[config.mk]
export PLATFORM = sky130hd
export DESIGN_NAME = avalon_mm_arbiter2_flat
export DESIGN_NICKNAME = d
export VERILOG_FILES = /design/src/rtl/avalon_mm_arbiter2_if.sv /design/src/rtl/avalon_mm_arbiter2.sv /design/src/flat_wrapper.sv
export SDC_FILE = /design/constraint.sdc
export NUM_CORES = 1
export LEC_CHECK = 0
export ABC_AREA = 0
export CAP_MARGIN = 20
export CORE_MARGIN = 2
export CORE_UTILIZATION = 31
export CTS_BUF_LIST = sky130_fd_sc_hd__clkbuf_4 sky130_fd_sc_hd__clkbuf_8
export CTS_CLUSTER_SIZE = 40
export DETAILED_ROUTE_END_ITERATION = 6
export GPL_TIMING_DRIVEN = 0
export PLACE_DENSITY = 0.84
export SYNTH_ARGS = -nofsm -noshare
export SYNTH_HDL_FRONTEND = slang
export SYNTH_SLANG_ARGS = --single-unit
[constraint.sdc]
create_clock -name clk -period 2.98 [get_ports clk]
set_clock_uncertainty 0.15 [all_clocks]
set_input_delay 0.447 -clock clk [delete_from_list [all_inputs] [get_ports clk]]
set_output_delay 0.447 -clock clk [all_outputs]
set_load 0.03 [all_outputs]
[src/rtl/avalon_mm_arbiter2_if.sv]
// One Avalon-MM link with active-low read_n/write_n and pipelined read return.
// The master modport drives the command; the slave modport answers it.
interface avalon_mm_arbiter2_if #(
    parameter int ADDR_W = 32,
    parameter int DATA_W = 16,
    parameter int BE_W   = DATA_W / 8
);
    logic              chipselect;
    logic              read_n;
    logic              write_n;
    logic [ADDR_W-1:0] address;
    logic [BE_W-1:0]   byteenable;
    logic [DATA_W-1:0] writedata;
    logic              waitrequest;
    logic              readdatavalid;
    logic [DATA_W-1:0] readdata;

    modport master (
        output chipselect, read_n, write_n, address, byteenable, writedata,
        input  waitrequest, readdatavalid, readdata
    );

    modport slave (
        input  chipselect, read_n, write_n, address, byteenable, writedata,
        output waitrequest, readdatavalid, readdata
    );
endinterface

[src/rtl/avalon_mm_arbiter2.sv]
// Round-robin arbiter of two Avalon-MM requesters onto one downstream port.
// An owner-ID FIFO routes each pipelined read return back to the requester that issued it.
module avalon_mm_arbiter2 #(
    parameter int ADDR_W      = 32,
    parameter int DATA_W      = 16,
    parameter int BE_W        = DATA_W / 8,
    parameter int MAX_PENDING = 8,
    localparam int PW         = $clog2(MAX_PENDING),
    localparam int CW         = PW + 1
) (
    input  logic                  clk,
    input  logic                  reset_n,
    avalon_mm_arbiter2_if.slave   m0,
    avalon_mm_arbiter2_if.slave   m1,
    avalon_mm_arbiter2_if.master  s,
    output logic [CW-1:0]         pending_count,
    output logic                  rdv_err
);
    typedef enum logic [1:0] {G_NONE, G_0, G_1} grant_t;

    localparam logic [CW-1:0] MAXC = CW'(MAX_PENDING);

    grant_t                 grant_q, grant_d;
    logic                   last_q, last_d;
    logic [MAX_PENDING-1:0] own_q, own_d;
    logic [PW-1:0]          wr_ptr_q, wr_ptr_d, rd_ptr_q, rd_ptr_d;
    logic [CW-1:0]          count_q, count_d;
    logic                   rdv_err_q, rdv_err_d;

    logic              req0, req1, g_sel, g_req, g_rd, cmd_valid, accept, push, pop, owner;
    logic              cs_o, rd_n_o, wr_n_o;
    logic [ADDR_W-1:0] addr_o;
    logic [BE_W-1:0]   be_o;
    logic [DATA_W-1:0] wd_o;

    always_comb begin
        req0  = m0.chipselect & (~m0.read_n | ~m0.write_n);
        req1  = m1.chipselect & (~m1.read_n | ~m1.write_n);
        g_sel = (grant_q == G_1);
        g_req = (grant_q == G_0) ? req0 : (grant_q == G_1) ? req1 : 1'b0;
        g_rd  = g_sel ? ~m1.read_n : ~m0.read_n;
        // A read with the FIFO full is held off; a pop in the same cycle does not free it.
        cmd_valid = g_req & ~(g_rd & (count_q == MAXC));
        accept    = cmd_valid & ~s.waitrequest;

        cs_o   = 1'b0;
        rd_n_o = 1'b1;
        wr_n_o = 1'b1;
        addr_o = '0;
        be_o   = '0;
        wd_o   = '0;
        if (cmd_valid) begin
            cs_o   = 1'b1;
            rd_n_o = ~g_rd;
            wr_n_o = g_rd | (g_sel ? m1.write_n : m0.write_n);
            addr_o = g_sel ? m1.address    : m0.address;
            be_o   = g_sel ? m1.byteenable : m0.byteenable;
            wd_o   = g_sel ? m1.writedata  : m0.writedata;
        end
    end

    // Grant next state; the tie-break uses the pointer as updated by this cycle's accept.
    always_comb begin
        last_d  = last_q;
        grant_d = grant_q;
        if (accept) last_d = g_sel;
        if (grant_q == G_NONE || accept) begin
            if (req0 && req1) grant_d = last_d ? G_0 : G_1;
            else if (req0)    grant_d = G_0;
            else if (req1)    grant_d = G_1;
            else              grant_d = G_NONE;
        end else if (!g_req) begin
            grant_d = G_NONE;
        end
    end

    always_comb begin
        push      = accept & g_rd;
        pop       = s.readdatavalid & (count_q != '0);
        owner     = own_q[rd_ptr_q];
        own_d     = own_q;
        wr_ptr_d  = wr_ptr_q;
        rd_ptr_d  = rd_ptr_q;
        if (push) begin
            own_d[wr_ptr_q] = g_sel;
            wr_ptr_d        = wr_ptr_q + 1'b1;
        end
        if (pop) rd_ptr_d = rd_ptr_q + 1'b1;
        count_d   = count_q + CW'(push) - CW'(pop);
        rdv_err_d = rdv_err_q | (s.readdatavalid & (count_q == '0));
    end

    always_ff @(posedge clk) begin
        if (!reset_n) begin
            grant_q   <= G_NONE;
            last_q    <= 1'b1;
            own_q     <= '0;
            wr_ptr_q  <= '0;
            rd_ptr_q  <= '0;
            count_q   <= '0;
            rdv_err_q <= 1'b0;
        end else begin
            grant_q   <= grant_d;
            last_q    <= last_d;
            own_q     <= own_d;
            wr_ptr_q  <= wr_ptr_d;
            rd_ptr_q  <= rd_ptr_d;
            count_q   <= count_d;
            rdv_err_q <= rdv_err_d;
        end
    end

    assign s.chipselect      = cs_o;
    assign s.read_n          = rd_n_o;
    assign s.write_n         = wr_n_o;
    assign s.address         = addr_o;
    assign s.byteenable      = be_o;
    assign s.writedata       = wd_o;
    assign m0.waitrequest    = ~(accept & ~g_sel);
    assign m1.waitrequest    = ~(accept & g_sel);
    assign m0.readdatavalid  = pop & ~owner;
    assign m1.readdatavalid  = pop & owner;
    assign m0.readdata       = s.readdata;
    assign m1.readdata       = s.readdata;
    assign pending_count     = count_q;
    assign rdv_err           = rdv_err_q;
endmodule

[src/flat_wrapper.sv]
// flat-port wrapper written by rule: the top's interface ports become plain ports
module avalon_mm_arbiter2_flat 
#(
    parameter int ADDR_W      = 32,
    parameter int DATA_W      = 16,
    parameter int BE_W        = DATA_W / 8,
    parameter int MAX_PENDING = 8,
    localparam int PW         = $clog2(MAX_PENDING),
    localparam int CW         = PW + 1
)
  (clk, reset_n, pending_count, rdv_err, m0_chipselect, m0_read_n, m0_write_n, m0_address, m0_byteenable, m0_writedata, m0_waitrequest, m0_readdatavalid, m0_readdata, m1_chipselect, m1_read_n, m1_write_n, m1_address, m1_byteenable, m1_writedata, m1_waitrequest, m1_readdatavalid, m1_readdata, s_chipselect, s_read_n, s_write_n, s_address, s_byteenable, s_writedata, s_waitrequest, s_readdatavalid, s_readdata);
  avalon_mm_arbiter2_if #(.ADDR_W(ADDR_W), .DATA_W(DATA_W), .BE_W(BE_W)) m0_i ();
  avalon_mm_arbiter2_if #(.ADDR_W(ADDR_W), .DATA_W(DATA_W), .BE_W(BE_W)) m1_i ();
  avalon_mm_arbiter2_if #(.ADDR_W(ADDR_W), .DATA_W(DATA_W), .BE_W(BE_W)) s_i ();
  input  logic clk;
  input  logic reset_n;
  output logic [CW-1:0] pending_count;
  output logic rdv_err;
  input wire logic [$bits(m0_i.chipselect)-1:0] m0_chipselect;
  input wire logic [$bits(m0_i.read_n)-1:0] m0_read_n;
  input wire logic [$bits(m0_i.write_n)-1:0] m0_write_n;
  input wire logic [$bits(m0_i.address)-1:0] m0_address;
  input wire logic [$bits(m0_i.byteenable)-1:0] m0_byteenable;
  input wire logic [$bits(m0_i.writedata)-1:0] m0_writedata;
  output wire logic [$bits(m0_i.waitrequest)-1:0] m0_waitrequest;
  output wire logic [$bits(m0_i.readdatavalid)-1:0] m0_readdatavalid;
  output wire logic [$bits(m0_i.readdata)-1:0] m0_readdata;
  input wire logic [$bits(m1_i.chipselect)-1:0] m1_chipselect;
  input wire logic [$bits(m1_i.read_n)-1:0] m1_read_n;
  input wire logic [$bits(m1_i.write_n)-1:0] m1_write_n;
  input wire logic [$bits(m1_i.address)-1:0] m1_address;
  input wire logic [$bits(m1_i.byteenable)-1:0] m1_byteenable;
  input wire logic [$bits(m1_i.writedata)-1:0] m1_writedata;
  output wire logic [$bits(m1_i.waitrequest)-1:0] m1_waitrequest;
  output wire logic [$bits(m1_i.readdatavalid)-1:0] m1_readdatavalid;
  output wire logic [$bits(m1_i.readdata)-1:0] m1_readdata;
  output wire logic [$bits(s_i.chipselect)-1:0] s_chipselect;
  output wire logic [$bits(s_i.read_n)-1:0] s_read_n;
  output wire logic [$bits(s_i.write_n)-1:0] s_write_n;
  output wire logic [$bits(s_i.address)-1:0] s_address;
  output wire logic [$bits(s_i.byteenable)-1:0] s_byteenable;
  output wire logic [$bits(s_i.writedata)-1:0] s_writedata;
  input wire logic [$bits(s_i.waitrequest)-1:0] s_waitrequest;
  input wire logic [$bits(s_i.readdatavalid)-1:0] s_readdatavalid;
  input wire logic [$bits(s_i.readdata)-1:0] s_readdata;
  assign m0_i.chipselect = m0_chipselect;
  assign m0_i.read_n = m0_read_n;
  assign m0_i.write_n = m0_write_n;
  assign m0_i.address = m0_address;
  assign m0_i.byteenable = m0_byteenable;
  assign m0_i.writedata = m0_writedata;
  assign m0_waitrequest = m0_i.waitrequest;
  assign m0_readdatavalid = m0_i.readdatavalid;
  assign m0_readdata = m0_i.readdata;
  assign m1_i.chipselect = m1_chipselect;
  assign m1_i.read_n = m1_read_n;
  assign m1_i.write_n = m1_write_n;
  assign m1_i.address = m1_address;
  assign m1_i.byteenable = m1_byteenable;
  assign m1_i.writedata = m1_writedata;
  assign m1_waitrequest = m1_i.waitrequest;
  assign m1_readdatavalid = m1_i.readdatavalid;
  assign m1_readdata = m1_i.readdata;
  assign s_chipselect = s_i.chipselect;
  assign s_read_n = s_i.read_n;
  assign s_write_n = s_i.write_n;
  assign s_address = s_i.address;
  assign s_byteenable = s_i.byteenable;
  assign s_writedata = s_i.writedata;
  assign s_i.waitrequest = s_waitrequest;
  assign s_i.readdatavalid = s_readdatavalid;
  assign s_i.readdata = s_readdata;
  avalon_mm_arbiter2 #(.ADDR_W(ADDR_W), .DATA_W(DATA_W), .BE_W(BE_W), .MAX_PENDING(MAX_PENDING)) u_core (.clk(clk), .reset_n(reset_n), .m0(m0_i), .m1(m1_i), .s(s_i), .pending_count(pending_count), .rdv_err(rdv_err));
endmodule
==> results.md, run 1 <==
* Core area at 7140 um2
* Antenna Nets Post-Route at 0
* Worst Path Max Fanout at 10
* H-tree levels at 1
* Hold_buf cts at 0
* Synth Area in XOR/XNOR at 0.0234
* Post-synth EDFFs at 0
* Unrepaired setup endpoints after global routing: true
* Syn Area/Cell at 6.67 um2
* Largest family of logic cells by synthesized area: simple AND/OR/NAND/NOR gates
* Util after Layout at 0.616
* Worst min path class: flip-flop to flip-flop
* Net count after synthesis at 471
* Startpoint Class: input port
* Die height at 89.0 um
* Hold Path Origin: u_core.own_q[7]
* Die area at 7930 um2
* Vias in the first global route at 2746
* DP Cell Count at 637
* 1st-pass router iterations at 4
* Finish-stage setup viols at 0
* Cells after synthesis at 336
* Outcome: complete, no violations
* Clock transition at path regs at 80 ps
* Async SR Flop Fraction at 0
* N_diodes at 0
* Worst reg-to-reg setup slack at 580 ps
* Vias per inst at 4.73
* Share of cells above drive strength 1 at 0.203
* Initial antenna violation count at 0
* WL final at 9.91 mm
* Simple-gate share of the synthesized area at 0.307
* P_leak at 1.95 nW
* Row count at 31
* CP top delay family: buffers and inverters
* Via count at 3058
* Remaining global-route overflow at 0
* First DRT Iteration DRCs at 92
* Crit Reg-Reg Startpoint: u_core.grant_q[0]
* Reg2reg path depth at 9
* Post-DP HPWL at 8.05 mm
* Layout Cells excl Fill at 646
* WHS Endpoint: u_core.own_q[7]
* Synthesized flop and latch total at 22
* Boundary Pins at 220
* Final setup margin at 61.8 ps
* Mapped Area at 2240 um2
* Worst Path Buf+Inv at 4
* Wire per inst at 15.3 um
* Fin Setup TNS at 0 ps
* Crit path required time at 2380 ps
* Final period util at 0.979
* Mux share of post-synthesis cell area at 0.0692
* Total track usage at 0.222
* Power Density at 351 nW/um2
* Max Slew Vio Count at 0
* Worst Setup End Kind: output port
* Maxcap violations at 0
* Crit path largest cell delay at 480 ps
* Final Critical Period at 2920 ps
* Max Clk Rate at 343 MHz
* Clock Root Buffer: clkbuf_8
* Width of the die at 89.0 um
* Count leader, synth: nand2_1
* Starting Density at 0.314
* Slowest CP cell: clkdlybuf4s50_1
* Fill cell count at 682
* Clock sink total at 22
* R2r endpoint: u_core.pending_count[2]
* Arrival time worst endpoint at 2320 ps
* Largest net degree at the start of global routing at 13
* Most used DFF post-synth: dfxtp_1
* Placer Congestion at 0.850
* Synth area leader: nand2_1
* Synth top cells by count: 119 x nand2_1, 53 x a21oi_1, 33 x buf_4
* Global-route wire length before repair at 13.8 mm
* Compound-Gate Fraction of Synth Area at 0.181
* Max-slew headroom at 0.704
* Synthesized-area fraction occupied by adder cells at 0.0536
* Clock Latency Late Sink at 260 ps
* Final hold slack at 318 ps
* CTS tree: yes
* Seq/Total Area, Yosys at 0.196
* Port Buffer Count at 202
* Hold path cells at 2
* Clock Path Buffers at 2
* Critical path class: input port to output port
* VDD IR max at 0.359 mV
* Critical Path, Cell by Cell: clkdlybuf4s50_1, and3b_2, a2111oi_4, or2_1, buf_2, buf_4, a21oi_1, clkdlybuf4s15_2
* Area Growth Syn to Fin at 96.1%
* Post-synth cell types at 41
* DRC viols at 0
* Synth top area share at 0.199
* Num CTS Buffers at 3
* Worst slew pin tran at 444 ps
* NumNets Final at 683
* Yosys warnings at 0
* Leading post-synthesis cells by cell area: nand2_1 20%, dfxtp_1 20%, a21oi_1 12%
* Final hold vios at 0
* Placement Setup Slack at -767 ps
[final cells by class]
class | count | area (um2) | share of cell area
inverters | 8 | 30.0 | 0.00683
repair buffers | 207 | 1940 | 0.442
flip-flops and latches | 22 | 442 | 0.100
well taps | 99 | 124 | 0.0282
multi-input cells | 250 | 1430 | 0.326
clock buffers | 4 | 55.1 | 0.0125
plain buffers | 56 | 369 | 0.0839
[registers in the layout, summed over array words and instances (netlist names)]
| register | count |
|---|---|
| u_core.last_q | 1 |
| u_core.rdv_err | 1 |
| u_core.wr_ptr_q | 3 |
| u_core.pending_count | 4 |
| u_core.own_q | 8 |
| u_core.rd_ptr_q | 3 |
| u_core.grant_q | 2 |
[placed cells by master, fill, tap and decap left out, types with 3 or more instances in the layout]
cell type,netlist,final
dfxtp_1,22,21
clkbuf_8,0,4
clkdlybuf4s50_1,0,145
mux2i_1,11,11
nor2_1,4,4
xor2_1,4,4
buf_2,7,28
nand2_1,119,119
a21oi_1,53,52
and2_1,8,8
ha_1,8,8
nand4b_1,3,3
dlymetal6s2s_1,0,3
dlygate4sd2_1,0,3
inv_1,8,8
clkbuf_1,15,15
buf_4,33,43
nor2b_1,6,6
clkdlybuf4s15_2,0,20
[timing repair]
action / in CTS / in global routing
setup endpoints to repair: 55 / 54
resized for setup: 185 / 50
setup buffers: 2 / 3
cloned: 0 / 0
pin swaps: 2 / 3
[where the power goes]
group	total, mW	internal, mW	switching, mW
clock network	0.219	0.118	0.101
registers	0.386	0.337	0.0491
logic	0.938	0.464	0.474
[worst reg2reg max path, stage by stage (launching register included)]
cell and delay [ps]:
dfxtp_1 420, nand2b_1 150, buf_6 140, a21oi_1 120, and3_1 210, buf_4 170
ha_1 240, fa_1 400, xor2_1 170, and2_1 150
[per-layer routing]
metal,track usage,share of wire
met4,0.0651,0.025
met3,0.0351,0.083
met1,0.270,0.39
met2,0.402,0.50
met5,0,0
[logic make-up after synthesis]
group,after synthesis
multiplexers,13
XOR/XNOR,6
AND/OR/NAND/NOR,154
AO/OA/AOI/OAI,68
flip-flops,22
adder cells (fa/ha/maj),9
buffers and inverters,64
[how the worst max path moves through the flow]
stage	start	end	slack, ps	cells after the start
after floorplan	u_core.pending_count[2]	s_address[0]	390	8
after global placement	m0_read_n	s_address[23]	-730	8
after detailed placement	m0_read_n	s_address[23]	-770	8
after CTS	m1_read_n	s_address[5]	-20	8
after global routing	m1_read_n	s_address[24]	-40	8
final	m1_read_n	s_address[24]	60	8
[stage by stage]
| step | power (mW) | cell area (um2) |
|---|---|---|
| 3_3_place_gp | 1.30 | 4390 |
| 4_1_cts | 1.55 | 4470 |
| 6_report | 1.54 | 4400 |
| 3_5_place_dp | 1.33 | 4390 |
| 2_1_floorplan | 0.925 | 2240 |
| 5_1_grt | 1.65 | 4400 |
Power figures use the tool's default switching activity.
==> inputs of run 2 (changes only) <==
SKIP_CTS_REPAIR_TIMING = 1   (was default)
==> run 2 against run 1 <==
Net effect:
- clock power is essentially flat
- sequential share of layout area grew 0.18 points
- design area shrank 2.0%
- first-iteration DRC count grew 23%
- power shrank 1.3%
- via count shrank 1.8%
- non-clock buffer count shrank 3
- clock-buffer cell count is the same
- fmax grew 0.21%
- largest power group unchanged
- register-to-register slack is essentially flat
- setup slack gained 6.3 ps
==> results.md, run 2 (same netlist as run 1, synthesis figures left out) <==
* Post-DP HPWL at 8.05 mm (unchanged)
* First DRT Iteration DRCs at 113 (was 92)
* Final Critical Period at 2910 ps (was 2920 ps)
* Vias per inst at 4.67 (was 4.73)
* DRC viols at 0 (unchanged)
* Total track usage at 0.218 (was 0.222)
* Remaining global-route overflow at 0 (unchanged)
* Clock sink total at 22 (unchanged)
* Final hold vios at 0 (unchanged)
* Placement Setup Slack at -767 ps (unchanged)
* Critical Path, Cell by Cell: clkdlybuf4s50_1, a21boi_2, a22oi_1, or2_1, clkbuf_4, buf_6, a21oi_1, dlymetal6s2s_1 (was clkdlybuf4s50_1, and3b_2, a2111oi_4, or2_1, buf_2, buf_4, a21oi_1, clkdlybuf4s15_2)
* Most flops, register: u_core.own_q (unchanged)
* Worst Path Max Fanout at 10 (unchanged)
* Num CTS Buffers at 3 (unchanged)
* Max-slew headroom at 0.701 (was 0.704)
* Util after Layout at 0.603 (was 0.616)
* Share of cells above drive strength 1 at 0.180 (was 0.203)
* Antenna Nets Post-Route at 0 (unchanged)
* Worst Setup End Kind: output port (unchanged)
* Power Density at 354 nW/um2 (was 351 nW/um2)
* Finish-stage setup viols at 0 (unchanged)
* Worst Path Buf+Inv at 4 (unchanged)
* Worst min path class: flip-flop to flip-flop (unchanged)
* Largest net degree at the start of global routing at 13 (unchanged)
* Boundary Pins at 220 (unchanged)
* NumNets Final at 680 (was 683)
* Placer Congestion at 0.850 (unchanged)
* Area Growth Syn to Fin at 92.1% (was 96.1%)
* Initial antenna violation count at 0 (unchanged)
* Final Cell Area at 4310 um2 (was 4400 um2)
* Clock Latency Late Sink at 260 ps (about the same)
* Worst slew pin tran at 449 ps (was 444 ps)
* Port Buffer Count at 202 (unchanged)
* Int Pwr at 0.902 mW (was 0.919 mW)
* Startpoint Class: input port (unchanged)
* Die height at 89.0 um (unchanged)
* Layout Cells excl Fill at 643 (was 646)
* Final period util at 0.977 (was 0.979)
* Slowest CP cell: clkdlybuf4s50_1 (unchanged)
* Crit path required time at 2380 ps (about the same)
* Row count at 31 (unchanged)
* Clk network pwr share at 0.144 (was 0.142)
* Starting Density at 0.314 (unchanged)
* Final setup margin at 68.1 ps (was 61.8 ps)
* Global-route wire length before repair at 13.6 mm (was 13.8 mm)
* Vias in the first global route at 2702 (was 2746)
* DP Cell Count at 637 (unchanged)
* Max Slew Vio Count at 0 (unchanged)
* Outcome: complete, no violations (unchanged)
* Maxcap violations at 0 (unchanged)
* Placement-stage cell area at 4390 um2 (unchanged)
* WL final at 9.79 mm (was 9.91 mm)
* VDD IR max at 0.357 mV (was 0.359 mV)
* P_leak at 2.09 nW (was 1.95 nW)
* Max Clk Rate at 343 MHz (about the same)
* N_diodes at 0 (unchanged)
* Sw Pwr at 0.621 mW (was 0.624 mW)
* Clock transition at path regs at 80 ps (about the same)
* Clock Path Buffers at 2 (unchanged)
* Critical path class: input port to output port (unchanged)
* Width of the die at 89.0 um (unchanged)
* Core area at 7140 um2 (unchanged)
* Unrepaired setup endpoints after global routing: true (unchanged)
* CTS tree: yes (unchanged)
* Crit path largest cell delay at 450 ps (was 480 ps)
* Die area at 7930 um2 (unchanged)
* Largest register FFs at 8 (unchanged)
* Combinational Power Share at 0.603 (was 0.608)
* CP top delay family: buffers and inverters (unchanged)
* Wire per inst at 15.2 um (was 15.3 um)
* Sw frac at 0.408 (was 0.404)
* Most common cell after layout, fill and taps aside: clkdlybuf4s50_1 (unchanged)
* Fin Setup TNS at 0 ps (unchanged)
* Arrival time worst endpoint at 2310 ps (was 2320 ps)
* Via count at 3002 (was 3058)
* Most frequent cells in the layout: 147 x clkdlybuf4s50_1, 119 x nand2_1, 52 x a21oi_1 (was 145 x clkdlybuf4s50_1, 119 x nand2_1, 52 x a21oi_1)
* Sequential power share at 0.253 (was 0.250)
* Clock Root Buffer: clkbuf_8 (unchanged)
* 1st-pass router iterations at 4 (unchanged)
* H-tree levels at 1 (unchanged)
run 2: worst min-delay path, stage by stage, from the launching register on:
cell     delay [ps]
dfxtp_1         310
nand2_1          50
mux2i_1          60
run 2: area by class of cell:
cell class | instances | area (um2)
timing repair buffer | 204 | 1860
clock buffer | 4 | 55.1
fill | 683 | 2830
inverter | 8 | 30.0
buffer | 56 | 362
sequential | 22 | 440
tap | 99 | 124
multi-input combinational | 250 | 1430
run 2: path summary, 6_finish.rpt:
check	cells after the start	end	slack [ps]	start
max	8	s_writedata[6]	70	m1_write_n
min	2	u_core.own_q[2]	320	u_core.own_q[2]
max reg2reg	10	u_core.pending_count[2]	580	u_core.pending_count[0]
min reg2reg	2	u_core.own_q[2]	320	u_core.own_q[2]
run 2: metal layers:
metal	wire length, um	track usage
met1	3890	0.270
met2	4880	0.388
met3	787	0.0369
met4	240	0.0651
met5	0	0
run 2: through the flow:
| stage | hold WS (ps) | power [mW] |
|---|---|---|
| after detailed placement | 310 | 1.33 |
| after global placement | 294 | 1.30 |
| after global routing | 339 | 1.62 |
| final | 320 | 1.52 |
| after CTS | 324 | 1.55 |
| after floorplan | 282 | 0.925 |
run 2: power by group through the flow:
stage,logic (mW),registers (mW),clock network [mW]
5_1_grt,0.996,0.396,0.233
6_report,0.919,0.386,0.219
3_5_place_dp,0.938,0.395,0
2_1_floorplan,0.487,0.438,0
4_1_cts,0.943,0.387,0.220
3_3_place_gp,0.909,0.392,0
